File: config.mk
export PLATFORM = sky130hd
export DESIGN_NAME = tick_debouncer
export DESIGN_NICKNAME = d
export VERILOG_FILES = /design/src/rtl/tick_debouncer.sv
export SDC_FILE = /design/constraint.sdc
export NUM_CORES = 1
export LEC_CHECK = 0
export BUFFER_PORTS_ARGS = -buffer_cell sky130_fd_sc_hd__buf_4
export CAP_MARGIN = 20
export CORE_MARGIN = 4
export CORE_UTILIZATION = 52
export DETAILED_ROUTE_END_ITERATION = 6
export PLACE_DENSITY = 0.72
export SLEW_MARGIN = 40
export SYNTH_ARGS = -nofsm -noshare
export SYNTH_HDL_FRONTEND = slang
export SYNTH_SLANG_ARGS = --single-unit
File: constraint.sdc
create_clock -name clk -period 1.7 [get_ports clk]
set_clock_uncertainty 0.05 [all_clocks]
set_input_delay 0.17 -clock clk [delete_from_list [all_inputs] [get_ports clk]]
set_output_delay 0.17 -clock clk [all_outputs]
set_load 0.02 [all_outputs]
File: src/rtl/tick_debouncer.sv
// rtl/tick_debouncer.sv - switch debouncer sampled by an external tick strobe
// Counts debounced presses; outputs are registered and aligned with db_level.
module tick_debouncer #(
   parameter int SAMPLES = 3,
   parameter int CNT_W   = 8
) (
   input  logic             clk,
   input  logic             reset,
   input  logic             tick,
   input  logic             sw,
   input  logic             clr,
   output logic             db_level,
   output logic             db_rise,
   output logic             db_fall,
   output logic [CNT_W-1:0] press_count
);

   typedef enum logic [1:0] {ZERO, WAIT1, ONE, WAIT0} state_t;

   localparam logic [3:0] K_INIT = 4'(SAMPLES - 1);

   state_t     state;
   state_t     state_next;
   logic [3:0] k;
   logic [3:0] k_next;
   logic       sw_m;
   logic       sw_s;
   logic       level_next;

   always_ff @(posedge clk or negedge reset) begin
      if (!reset) begin
         sw_m <= 1'b0;
         sw_s <= 1'b0;
      end else begin
         sw_m <= sw;
         sw_s <= sw_m;
      end
   end

   always_ff @(posedge clk or negedge reset) begin
      if (!reset) begin
         state <= ZERO;
         k     <= 4'd0;
      end else begin
         state <= state_next;
         k     <= k_next;
      end
   end

   // A bounce back to the old level always beats a tick in the same cycle.
   always_comb begin
      state_next = state;
      k_next     = k;
      case (state)
         ZERO: begin
            if (sw_s) begin
               state_next = WAIT1;
               k_next     = K_INIT;
            end
         end
         WAIT1: begin
            if (!sw_s) begin
               state_next = ZERO;
            end else if (tick) begin
               if (k == 4'd0) state_next = ONE;
               else           k_next     = k - 4'd1;
            end
         end
         ONE: begin
            if (!sw_s) begin
               state_next = WAIT0;
               k_next     = K_INIT;
            end
         end
         WAIT0: begin
            if (sw_s) begin
               state_next = ONE;
            end else if (tick) begin
               if (k == 4'd0) state_next = ZERO;
               else           k_next     = k - 4'd1;
            end
         end
         default: begin
            state_next = ZERO;
            k_next     = 4'd0;
         end
      endcase
   end

   assign level_next = (state == ONE) || (state == WAIT0);

   // Edges are taken against the registered level, so bounces never pulse.
   always_ff @(posedge clk or negedge reset) begin
      if (!reset) begin
         db_level    <= 1'b0;
         db_rise     <= 1'b0;
         db_fall     <= 1'b0;
         press_count <= '0;
      end else begin
         db_level <= level_next;
         db_rise  <= level_next & ~db_level;
         db_fall  <= ~level_next & db_level;
         if (clr)
            press_count <= '0;
         else if (db_rise)
            press_count <= press_count + CNT_W'(1);
      end
   end

endmodule

* Word level (Yosys, flattened, before mapping)
Cells that the tools add are included.
Operators by class: add/sub/neg operators 2, eq/ne operators 11, muxes and demuxes 18, bitwise gates (word level) 4, reductions and logical operators 6
Operator list (count):
- $mux W4 | 6
- $mux W2 | 8
- $mux W8 | 2
- $pmux W4 S4 | 1
- $ne A3 B3 Y1 const B | 4
- $add A8 B1 Y8 const B | 1
- $ne A2 B2 Y1 const B | 4
- $pmux W2 S4 | 1
- $reduce_and A6 Y1 | 1
- $eq A2 B2 Y1 const B | 2
- $logic_not A4 Y1 | 1
- $reduce_and A4 Y1 | 1
- $sub A4 B1 Y4 const B | 1
- $and A1 B1 Y1 | 2
- $eq A2 B1 Y1 const B | 1
- $logic_not A2 Y1 | 1
- $not A1 Y1 | 2
- $reduce_bool A2 Y1 | 1
- $logic_or A1 B1 Y1 | 1
Storage, ports and cells: bits in registers 19

* Logic depth before layout (Yosys ltp)
Gate-level depths: netlist (run 1).
depth after elaboration 5, depth in mapped cells 5, mapped depth without buffers 5

* Least setup slack after synthesis (run 1)
No wires, ideal clock.
kind register -> register, start register db_rise, end register press_count[7], setup time 0.078 ns, data arrival time 1.330 ns, data required time 1.572 ns, path slack 0.243 ns, cell stages (with the launch flop) 5, buffers on the path 1, cell sequence dfrtp_1 buf_4 nand3_4 or4_1 a21oi_1
Between the ends: longest elaborated chain between the ends 1
Ends and longest elaborated chain:
- start: declaration | RTL line 13 | output logic db_rise,
- start signal: assignment | RTL line 101 | db_rise <= level_next & ~db_level;
- $reduce_bool A2 Y1 (no source line)
- end signal: assignment | RTL line 106 | press_count <= press_count + CNT_W'(1);
- end: declaration | RTL line 15 | output logic [CNT_W-1:0] press_count
No other way between the ends. A chain may end at the register's enable or synchronous reset.

* Worst setup path after layout (run 1)
start register k[0], end register k[0]
Between the ends: longest elaborated chain between the ends 5, elaborated cells on any way between the ends 7
Ends and longest elaborated chain:
- start: declaration | RTL line 24 | logic [3:0] k;
- start signal: assignment | RTL line 46 | k <= k_next;
- $sub A4 B1 Y4 or $logic_not A4 Y1 (tied branches)
- $mux W4 | RTL line 65, 79
- $mux W4 * | RTL line 78 | end else if (tick) begin
- $mux W4 (on tied branches) | RTL line 76, 62
- $pmux W4 S4 * | RTL line 54 | case (state)
Mark *: on every way between the ends. The rest lies on a longest branch, timed or not. The select of a mux whose other input is x is not followed.

==> impl_metrics.py, run 1 <==
metrics = {
    "outcome": {
        "status": "complete, no violations",
    },
    "drt": {
        "drt-total-wl_um": 1600,
        "detail-route-antenna-nets": 0,
        "drtPass1Iterations": 3,
        "drc": 0,
        "drt_iter0_drc": 8,
        "vias": 629,
        "wire_per_inst_um": 13.8,
        "viasPerCell": 5.42,
    },
    "yosys": {
        "yosys.area_share.simple_pct": 21.9,
        "muxShareOfSynthArea_pct": 2.45,
        "synthAdderAreaFrac_pct": 2.89,
        "synth-xor-area-share_pct": 6.06,
        "synthesis.area_um2": 867,
        "synth_area_leaders": "dfrtp_1 55%, xor2_1 4.0%, nor2_1 3.9%",
        "synth_top_family_by_area": "simple AND/OR/NAND/NOR gates",
        "synth_top_area_cell": "dfrtp_1",
        "synthCells": 81,
        "synth_area_per_cell_um2": 10.7,
        "ys_types": 30,
        "syn_nets": 88,
        "synth_top_area_share_pct": 54.8,
        "ys_seq_area_share_pct": 54.8,
        "synth_compound_area_share_pct": 8.80,
        "ys_ff_latch": 19,
        "ys_warn_count": 0,
    },
    "final_layout": {
        "area_growth_syn_to_layout_pct": 20.3,
        "fin_cells": 116,
        "drive_above_1_share_pct": 22.0,
        "final_area_um2": 1040,
        "regArea_um2": 475,
        "multi_input_area_um2": 370,
        "fill_cells": 120,
        "nets": 108,
        "diodes": 0,
    },
    "clock_tree": {
        "htreeDepth": 1,
        "numCtsBuffers": 3,
        "insertion_delay_ns": 0.29,
        "path_clk_slew_ns": 0.10,
        "clk_path_buf_depth": 2,
        "cts_tree": "built",
        "postCtsSetupRepairBufs": 0,
        "cts-root-buf": "clkbuf_4",
        "clock_sinks": 19,
    },
    "timing": {
        "timing.hold.ws_ns": 0.0432,
        "rsz0062_at_grt": "false",
        "slew_viol_final": 0,
        "hold_viol": 0,
        "fin_tns_setup_ns": 0,
        "finalCritPeriodShare_pct": 91.9,
        "period_needed_ns": 1.56,
        "fmax_mhz": 640,
        "slew_headroom_pct": 72.4,
        "worstMarginPinSlew_ns": 0.408,
        "final-setup-viol-count": 0,
    },
    "die": {
        "core_um2": 1540,
        "dieArea_um2": 2380,
        "pin_count": 16,
        "die_w_um": 48.8,
        "start_util_pct": 56.3,
        "row_count": 14,
        "die_h_um": 48.8,
    },
    "global_route": {
        "overflow": 0,
        "first_global_vias": 649,
        "antenna_found_initial": 0,
        "grt_util_all_layers_pct": 14.7,
        "grt_pass1_wl_um": 2810,
        "grt_max_degree": 20,
    },
    "placed_design": {
        "gp_congestion": 0.844,
        "placed_cell_area_um2": 992,
        "placed_cells": 110,
        "hpwl_um": 1160,
        "io_buffers": 15,
    },
    "hold_path": {
        "hold_start": "clr",
        "min_path_type": "input pin to flip-flop",
    },
    "critical_path": {
        "critical_path_class": "flip-flop to flip-flop",
        "end_kind": "flip-flop",
        "crit_fanout": 4,
        "crit_start": "k[0]",
        "timing.rr.start": "k[0]",
        "start_kind": "flip-flop",
        "crit_arrival_ns": 1.69,
        "crit_required_ns": 1.83,
    },
    "pwr": {
        "peakVddDrop_mv": 1.03,
        "pwr_density_cell_nw_per_um2": 1330,
        "leakagePower_nw": 0.476,
    },
    "run": {
        "drv_cap": 0,
    },
}
[path summary, 6_finish.rpt]
check,slack [ns],cells past startpoint,to
setup / recovery,0.14,5,k[0]
hold / removal,0.04,2,press_count[0]
setup reg to reg,0.14,5,k[0]
hold reg to reg,0.31,0,sw_s
max in group asynchronous,1.18,2,press_count[3]
min in group asynchronous,0.23,2,k[2]
[kinds of logic (layout without fill, tap and decap cells)]
logic type / count (synthesis) / in the layout
muxes: 2 / 2
and+or+nand+nor: 34 / 34
buffers and inverters: 6 / 25
AOI/OAI and AO/OA: 12 / 12
DFF: 19 / 19
adders and majority gates: 2 / 2
xor gates and xnor gates: 6 / 6
[per-stage QoR]
step                total power [mW]  setup WS, ns  util (%)
floorplan                       1.00         0.243         -
global placement                1.15         0.190      64.4
detailed placement              1.17         0.109      64.4
CTS                             1.40        0.0937      67.4
global route                    1.50        0.0255      67.7
finish                          1.39         0.138      67.7
[placed cells by master, fill, tap and decap left out, drive strengths merged, types with 3 or more instances in the layout]
| cell type | count |
|---|---|
| inv | 3 |
| clkbuf | 4 |
| dfrtp | 19 |
| nand2 | 7 |
| nor2 | 9 |
| nand3 | 3 |
| buf | 16 |
| a21oi | 3 |
| o21ai | 4 |
| xor2 | 4 |
[Yosys cell counts]
cell / number
xnor2_1: 2
nor2b_1: 2
a311o_1: 1
ha_1: 2
clkbuf_1: 1
nor4_1: 2
dfrtp_1: 19
nand3_4: 1
nand2b_1: 2
a21oi_1: 3
nand4b_1: 1
o21ai_0: 4
or3_1: 2
nand3_1: 2
o211ai_1: 1
a311oi_1: 1
or4_1: 1
o31ai_1: 1
buf_1: 1
inv_1: 3
xor2_1: 4
a21boi_0: 1
mux2_2: 1
nor4b_1: 1
nor3b_1: 2
nand4_1: 2
buf_4: 1
nand2_1: 7
mux2i_1: 1
nor2_1: 9
[layer usage]
layer  track usage (%)  routed length [µm]  up-vias  part of all wire, %
li1                  -                   -      323                    -
met1              19.7                 792      291                   49
met2              23.0                 738       13                   46
met3              3.67                  60        2                  3.7
met4              5.38                  12        0                 0.75
met5                 0                   0        -                    0
[report_power, final]
part           switching, mW  internal [mW]  total, mW
Combinational          0.235          0.234      0.469
Sequential             0.145          0.556      0.701
Clock                  0.127         0.0911      0.218
[registers in the layout, summed over array words and instances, names as in the netlist, named ones only]
register     flops
sw_s             1
press_count      8
db_rise          1
db_fall          1
db_level         1
state            1
sw_m             1
k                4
[critical path, cell delays in order, from the launching register on]
cell and delay (ns):
dfrtp_1 0.40, inv_1 0.08, ha_1 0.23, nor3b_2 0.18, nand2b_1 0.17, a311o_1 0.35
[layout make-up]
class / count / area share (%)
sequential: 19 / 45.6
multi-input combinational: 56 / 35.5
timing repair buffer: 18 / 13.4
clock buffer: 4 / 2.52
tap: 16 / 1.92
inverter: 3 / 1.08
[what timing repair did]
action	4_1_cts	5_1_grt
gates resized for setup	0	1
endpoints found under the hold margin	20	0
hold buffers	2	0
endpoints found under the setup margin	0	1
No activity file was read; power rests on OpenSTA's default activity.
==> inputs of run 2 (changes only) <==
- ABC_AREA: unset -> 1
- CORE_UTILIZATION: 52 -> 53
- PLACE_DENSITY: 0.72 -> 0.73
- clock period: 1.7 -> 1.46 ns (I/O delays scaled with it)
==> run 2 against run 1 <==
- first-iteration DRC count down 13%
- wire length rose by 10%
- clock power up 19%
- flip-flop and latch count did not move
- via count up 18%
- count of clock-buffer cells in the layout fell by 1
- synthesized area is 3.9% higher
- largest power group unchanged
==> impl_metrics.py, run 2 <==
metrics = {
    "outcome": {
        "status": "complete, no violations",
    },
    "yosys": {
        "synth_commonest_cells": "31 x nand2_1, 19 x dfrtp_1, 16 x inv_1",
        "synth_most_common_cell": "nand2_1",
        "synth_top_area_share_pct": 52.8,
        "synthesis.area_um2": 901,
        "synth_async_sr_flop_share_pct": 100,
        "synthCells": 108,
        "syn_nets": 115,
        "synth_edf_count": 0,
        "ys_ff_latch": 19,
        "ys_seq_area_share_pct": 52.8,
        "synth_top_area_cell": "dfrtp_1",
        "synth_area_leaders": "dfrtp_1 53%, nand2_1 13%, inv_1 6.7%",
        "synth_area_per_cell_um2": 8.34,
        "ys.flop_type": "dfrtp_1",
        "ys_types": 17,
        "ys_warn_count": 0,
    },
    "die": {
        "dieArea_um2": 2420,
        "start_util_pct": 57.8,
        "pin_count": 16,
        "die_h_um": 49.2,
        "row_count": 14,
        "core_um2": 1560,
        "die_w_um": 49.2,
    },
    "timing": {
        "finalCritPeriodShare_pct": 89.1,
        "fin_tns_setup_ns": 0,
        "final-setup-viol-count": 0,
        "timing.hold.ws_ns": 0.132,
        "period_needed_ns": 1.30,
        "slew_viol_final": 0,
        "fmax_mhz": 769,
        "worstMarginPinSlew_ns": 0.308,
        "slew_headroom_pct": 79.5,
        "rsz0062_at_grt": "false",
        "hold_viol": 0,
    },
    "placed_design": {
        "gp_congestion": 0.792,
        "hpwl_um": 1210,
        "placed_cell_area_um2": 1020,
        "io_buffers": 15,
    },
    "final_layout": {
        "top_regs": "press_count (8), k (4)",
        "drive_above_1_share_pct": 22.1,
        "final_cell_mix": "31 x nand2_1, 19 x dfrtp_1, 17 x buf_4",
        "diodes": 0,
        "mostFrequentLayoutCell": "nand2_1",
        "largest_reg_flops": 8,
        "area_growth_syn_to_layout_pct": 22.6,
        "final_area_um2": 1100,
        "regMostFlops": "press_count",
        "nets": 139,
    },
    "global_route": {
        "grt_pass1_wl_um": 3020,
        "overflow": 0,
        "grt_util_met2_pct": 27.0,
        "first_global_vias": 682,
        "met1_usage_pct": 19.2,
        "antenna_found_initial": 0,
        "met3_usage_pct": 6.73,
        "grt_max_degree": 20,
        "busiest_layer": "met2",
        "grt_util_all_layers_pct": 15.9,
    },
    "pwr": {
        "pwr-share-comb_pct": 36.7,
        "swShare_pct": 39.8,
        "pwr_density_cell_nw_per_um2": 1500,
        "power.switching_mw": 0.662,
        "leakagePower_nw": 0.590,
        "power.share.clock_pct": 15.7,
        "peakVddDrop_mv": 1.13,
        "internal-power_mw": 1.00,
        "seq_power_share_pct": 47.6,
    },
    "critical_path": {
        "critical_path_class": "flip-flop to flip-flop",
        "end_kind": "flip-flop",
        "crit_fanout": 4,
        "crit_required_ns": 1.59,
        "crit_arrival_ns": 1.44,
        "start_kind": "flip-flop",
    },
    "drt": {
        "wire_per_inst_um": 12.1,
        "vias": 745,
        "detail-route-antenna-nets": 0,
        "drc": 0,
        "drt-total-wl_um": 1770,
        "drtPass1Iterations": 4,
        "viasPerCell": 5.07,
        "drt_iter0_drc": 7,
    },
    "clock_tree": {
        "clk_path_buf_depth": 2,
        "path_clk_slew_ns": 0.10,
        "cts-root-buf": "clkbuf_4",
        "clock_sinks": 19,
        "cts_tree": "built",
        "insertion_delay_ns": 0.29,
        "numCtsBuffers": 3,
        "htreeDepth": 1,
    },
    "run": {
        "drv_cap": 0,
    },
    "hold_path": {
        "min_path_type": "input pin to flip-flop",
    },
}
-- run 2: cell types whose count changed in the layout (fill, tap and decap cells not counted), moves of 2 or more --
cell	previous run	this run
xnor2_1	2	0
nand2_1	7	31
o21ai_0	4	1
nand3_1	2	11
nor4_1	2	0
or3_1	2	0
nor2b_1	2	0
xor2_1	4	1
nand2b_1	2	0
nor2_4	0	2
nand3_2	0	2
inv_1	3	15
o21ai_1	0	4
-- run 2: critical path, stage by stage (launching register included) --
cell and delay (ns):
dfrtp_1 0.40, inv_2 0.08, ha_2 0.19, inv_1 0.07, nor3_2 0.11, nand3_1 0.14, nor2_1 0.11, a21oi_1 0.05
-- run 2: final timing paths --
path | start | end | slack [ns] | cells past startpoint
max in group asynchronous | reset | press_count[5] | 0.97 | 2
max | k[0] | flip-flop | 0.16 | 7
max reg2reg | k[0] | flip-flop | 0.16 | 7
min reg2reg | sw_m | sw_s | 0.32 | 0
min | tick | state[0] | 0.13 | 4
min in group asynchronous | reset | press_count[2] | 0.19 | 2
-- run 2: repair_timing --
item                       in CTS  in global routing
hold endpoints to repair       21                  0
gates resized for setup         0                  3
buffers inserted                0                  2
setup endpoints to repair       0                  3
hold buffers                    3                  0
-- run 2: metal layers --
layer  wire (µm)  up-vias
li1            -      383
met1         758      334
met2         885       26
met3         117        2
met4          10        0
met5           0        -
-- run 2: area by class of cell --
| cell class | instances | area, µm² |
|---|---|---|
| multi-input cells | 72 | 364 |
| repair buffers | 20 | 158 |
| fillers | 136 | 454 |
| clock buffers | 3 | 22.5 |
| well taps | 16 | 20.0 |
| flip-flops and latches | 19 | 475 |
| inverters | 16 | 60.1 |
| clock inverters | 1 | 5.00 |
-- run 2: metrics by stage --
step / setup slack [ns] / power [mW] / utilization (%) / std cells
2_1_floorplan: 0.128 / 1.17 / - / 108
3_3_place_gp: 0.123 / 1.33 / 65.7 / 138
3_5_place_dp: 0.0922 / 1.35 / 65.7 / 138
4_1_cts: 0.0772 / 1.63 / 69.4 / 145
5_1_grt: 0.0118 / 1.82 / 70.9 / 147
6_report: 0.159 / 1.66 / 70.9 / 147
-- run 2: logic make-up after synthesis --
kind of cell	count (synthesis)	synth area share, %
XOR/XNOR	1	0.972
AO/OA/AOI/OAI	8	4.44
AND/OR/NAND/NOR	61	31.4
adder cells (fa/ha/maj)	2	2.78
flip-flops	19	52.8
buffers and inverters	17	7.64
-- run 2: power by group through the flow --
stage	logic (mW)	registers (mW)	clock network, mW
final	0.610	0.791	0.260
after global routing	0.705	0.814	0.301
after CTS	0.573	0.789	0.270
after detailed placement	0.560	0.795	0
after global placement	0.541	0.791	0
after floorplan	0.341	0.833	0
==> inputs of run 3 (changes only) <==
- CORE_UTILIZATION: 53 -> 45
- PLACE_DENSITY: 0.73 -> 0.63
==> run 3 against run 2 <==
- sequential share of layout area increased by 0.49 points
- global-route usage is 2.1 points lower
- die area increased by 15%
- flip-flop and latch count did not move
- via count down 4.0%
- total power shrank 3.4%
- clock power about the same
- largest cell class unchanged
- first-iteration DRC count is 43% lower
- critical path type unchanged
- wire length fell by 11%
==> impl_metrics.py, run 3 (same netlist as run 2, synthesis figures left out) <==
metrics = {
    "outcome": {
        "status": "complete, no violations",
    },
    "die": {
        "die_h_um": 52.7,
        "start_util_pct": 50.0,
        "dieArea_um2": 2780,
        "die_w_um": 52.7,
        "pin_count": 16,
        "core_um2": 1800,
        "row_count": 15,
    },
    "critical_path": {
        "timing.rr.start": "press_count[1]",
        "crit_start": "press_count[1]",
        "crit_required_ns": 1.60,
        "r2r_cells": 8,
        "regToRegSetupSlack_ns": 0.16,
        "start_kind": "flip-flop",
        "worstPathCellList": "ha_1 > nand3_1 > nor2_2 > nand2_1 > nand2_1 > nand2_1 > nand2_1 > inv_1",
        "crit_path_frequent_cell": "nand2_1",
        "crit_slowest_cell": "dfrtp_1",
        "max_stage_delay_ns": 0.43,
        "crit_arrival_ns": 1.44,
        "end_kind": "flip-flop",
        "path_delay_family": "simple AND/OR/NAND/NOR gates",
        "critical_path_class": "flip-flop to flip-flop",
        "rr_endpoint": "press_count[6]",
        "worst-path-buf-inv": 1,
        "crit_fanout": 5,
    },
    "placed_design": {
        "io_buffers": 15,
        "hpwl_um": 1160,
        "gp_congestion": 0.834,
        "placed_cell_area_um2": 1040,
        "placed_cells": 147,
    },
    "drt": {
        "drt_iter0_drc": 4,
        "viasPerCell": 4.64,
        "drtPass1Iterations": 3,
        "drt-total-wl_um": 1580,
        "wire_per_inst_um": 10.2,
        "drc": 0,
        "vias": 715,
        "detail-route-antenna-nets": 0,
    },
    "clock_tree": {
        "htreeDepth": 1,
        "numCtsBuffers": 3,
        "insertion_delay_ns": 0.29,
        "postCtsSetupRepairBufs": 0,
        "cts-root-buf": "clkbuf_4",
        "cts_tree": "built",
        "clk_path_buf_depth": 2,
        "path_clk_slew_ns": 0.11,
        "clock_sinks": 19,
    },
    "run": {
        "drv_cap": 0,
    },
    "pwr": {
        "power_mw": 1.61,
        "peakVddDrop_mv": 0.823,
        "leakagePower_nw": 0.575,
        "pwr_density_cell_nw_per_um2": 1470,
    },
    "timing": {
        "hold_viol": 0,
        "slew_viol_final": 0,
        "slew_headroom_pct": 82.3,
        "period_needed_ns": 1.30,
        "final-setup-viol-count": 0,
        "fin_tns_setup_ns": 0,
        "worstMarginPinSlew_ns": 0.266,
        "finalCritPeriodShare_pct": 88.8,
        "fmax_mhz": 772,
        "rsz0062_at_grt": "false",
    },
    "hold_path": {
        "hold_start": "tick",
        "min_path_type": "input pin to flip-flop",
        "hold_depth": 3,
    },
    "final_layout": {
        "fin_cells": 154,
        "regMostFlops": "press_count",
        "mostFrequentLayoutCell": "nand2_1",
        "final_area_um2": 1090,
        "top_regs": "press_count (8), k (4)",
        "diodes": 0,
        "largest_reg_flops": 8,
        "nets": 137,
        "drive_above_1_share_pct": 18.6,
        "final_cell_mix": "31 x nand2_1, 19 x dfrtp_1, 15 x inv_1, 15 x buf_4, 11 x nand3_1",
        "area_growth_syn_to_layout_pct": 21.3,
    },
    "global_route": {
        "grt_max_degree": 20,
        "first_global_vias": 682,
        "grt_pass1_wl_um": 2740,
        "overflow": 0,
        "grt_util_all_layers_pct": 13.8,
        "antenna_found_initial": 0,
    },
}
## run 3: changes by cell type in the layout (fill, tap and decap cells not counted), sizes merged
cell,before,now
buf,17,15
clkbuf,3,4
clkinv,1,0
## run 3: report_power, final
part | switching (mW) | internal, mW
registers | 0.139 | 0.650
clock network | 0.155 | 0.106
logic | 0.331 | 0.225
total | 0.625 | 0.980
## run 3: per-stage QoR
stage,util (%),hold slack [ns],setup WS [ns]
finish,60.6,0.118,0.164
global route,60.6,0.115,0.0225
CTS,60.6,0.117,0.151
detailed placement,57.5,-0.0116,0.161
global placement,57.5,-0.0156,0.190
floorplan,-,-0.200,0.128
## run 3: timing repair
action / 4_1_cts / 5_1_grt
hold buffers: 3 / 0
gates resized for setup: 0 / 1
hold endpoints to repair: 21 / 0
endpoints found under the setup margin: 0 / 1
## run 3: routing by layer
metal	part of all wire, %	track usage [%]
met3	4.6	3.99
met4	2.0	7.66
met1	49	15.3
met5	0	0
met2	44	23.3
## run 3: worst reg2reg max path: stages, from the launching register on
cell and delay (ns):
dfrtp_1 0.43, ha_1 0.22, nand3_1 0.10, nor2_2 0.13, nand2_1 0.06, nand2_1 0.08
nand2_1 0.05, nand2_1 0.05, inv_1 0.03
## run 3: worst max-delay path by stage
stage	depth (start not counted)	slack [ns]	end
after global routing	7	0.02	flip-flop
final	8	0.16	press_count[6]
after CTS	7	0.15	flip-flop
after global placement	8	0.19	press_count[6]
after detailed placement	7	0.16	flip-flop
after floorplan	8	0.13	press_count[6]
## run 3: layout make-up
| class | instances | area [µm²] |
|---|---|---|
| Clock buffer | 4 | 26.3 |
| Fill cell | 179 | 709 |
| Inverter | 16 | 60.1 |
| Multi-Input combinational cell | 72 | 357 |
| Sequential cell | 19 | 475 |
| Tap cell | 25 | 31.3 |
| Timing Repair Buffer | 18 | 143 |
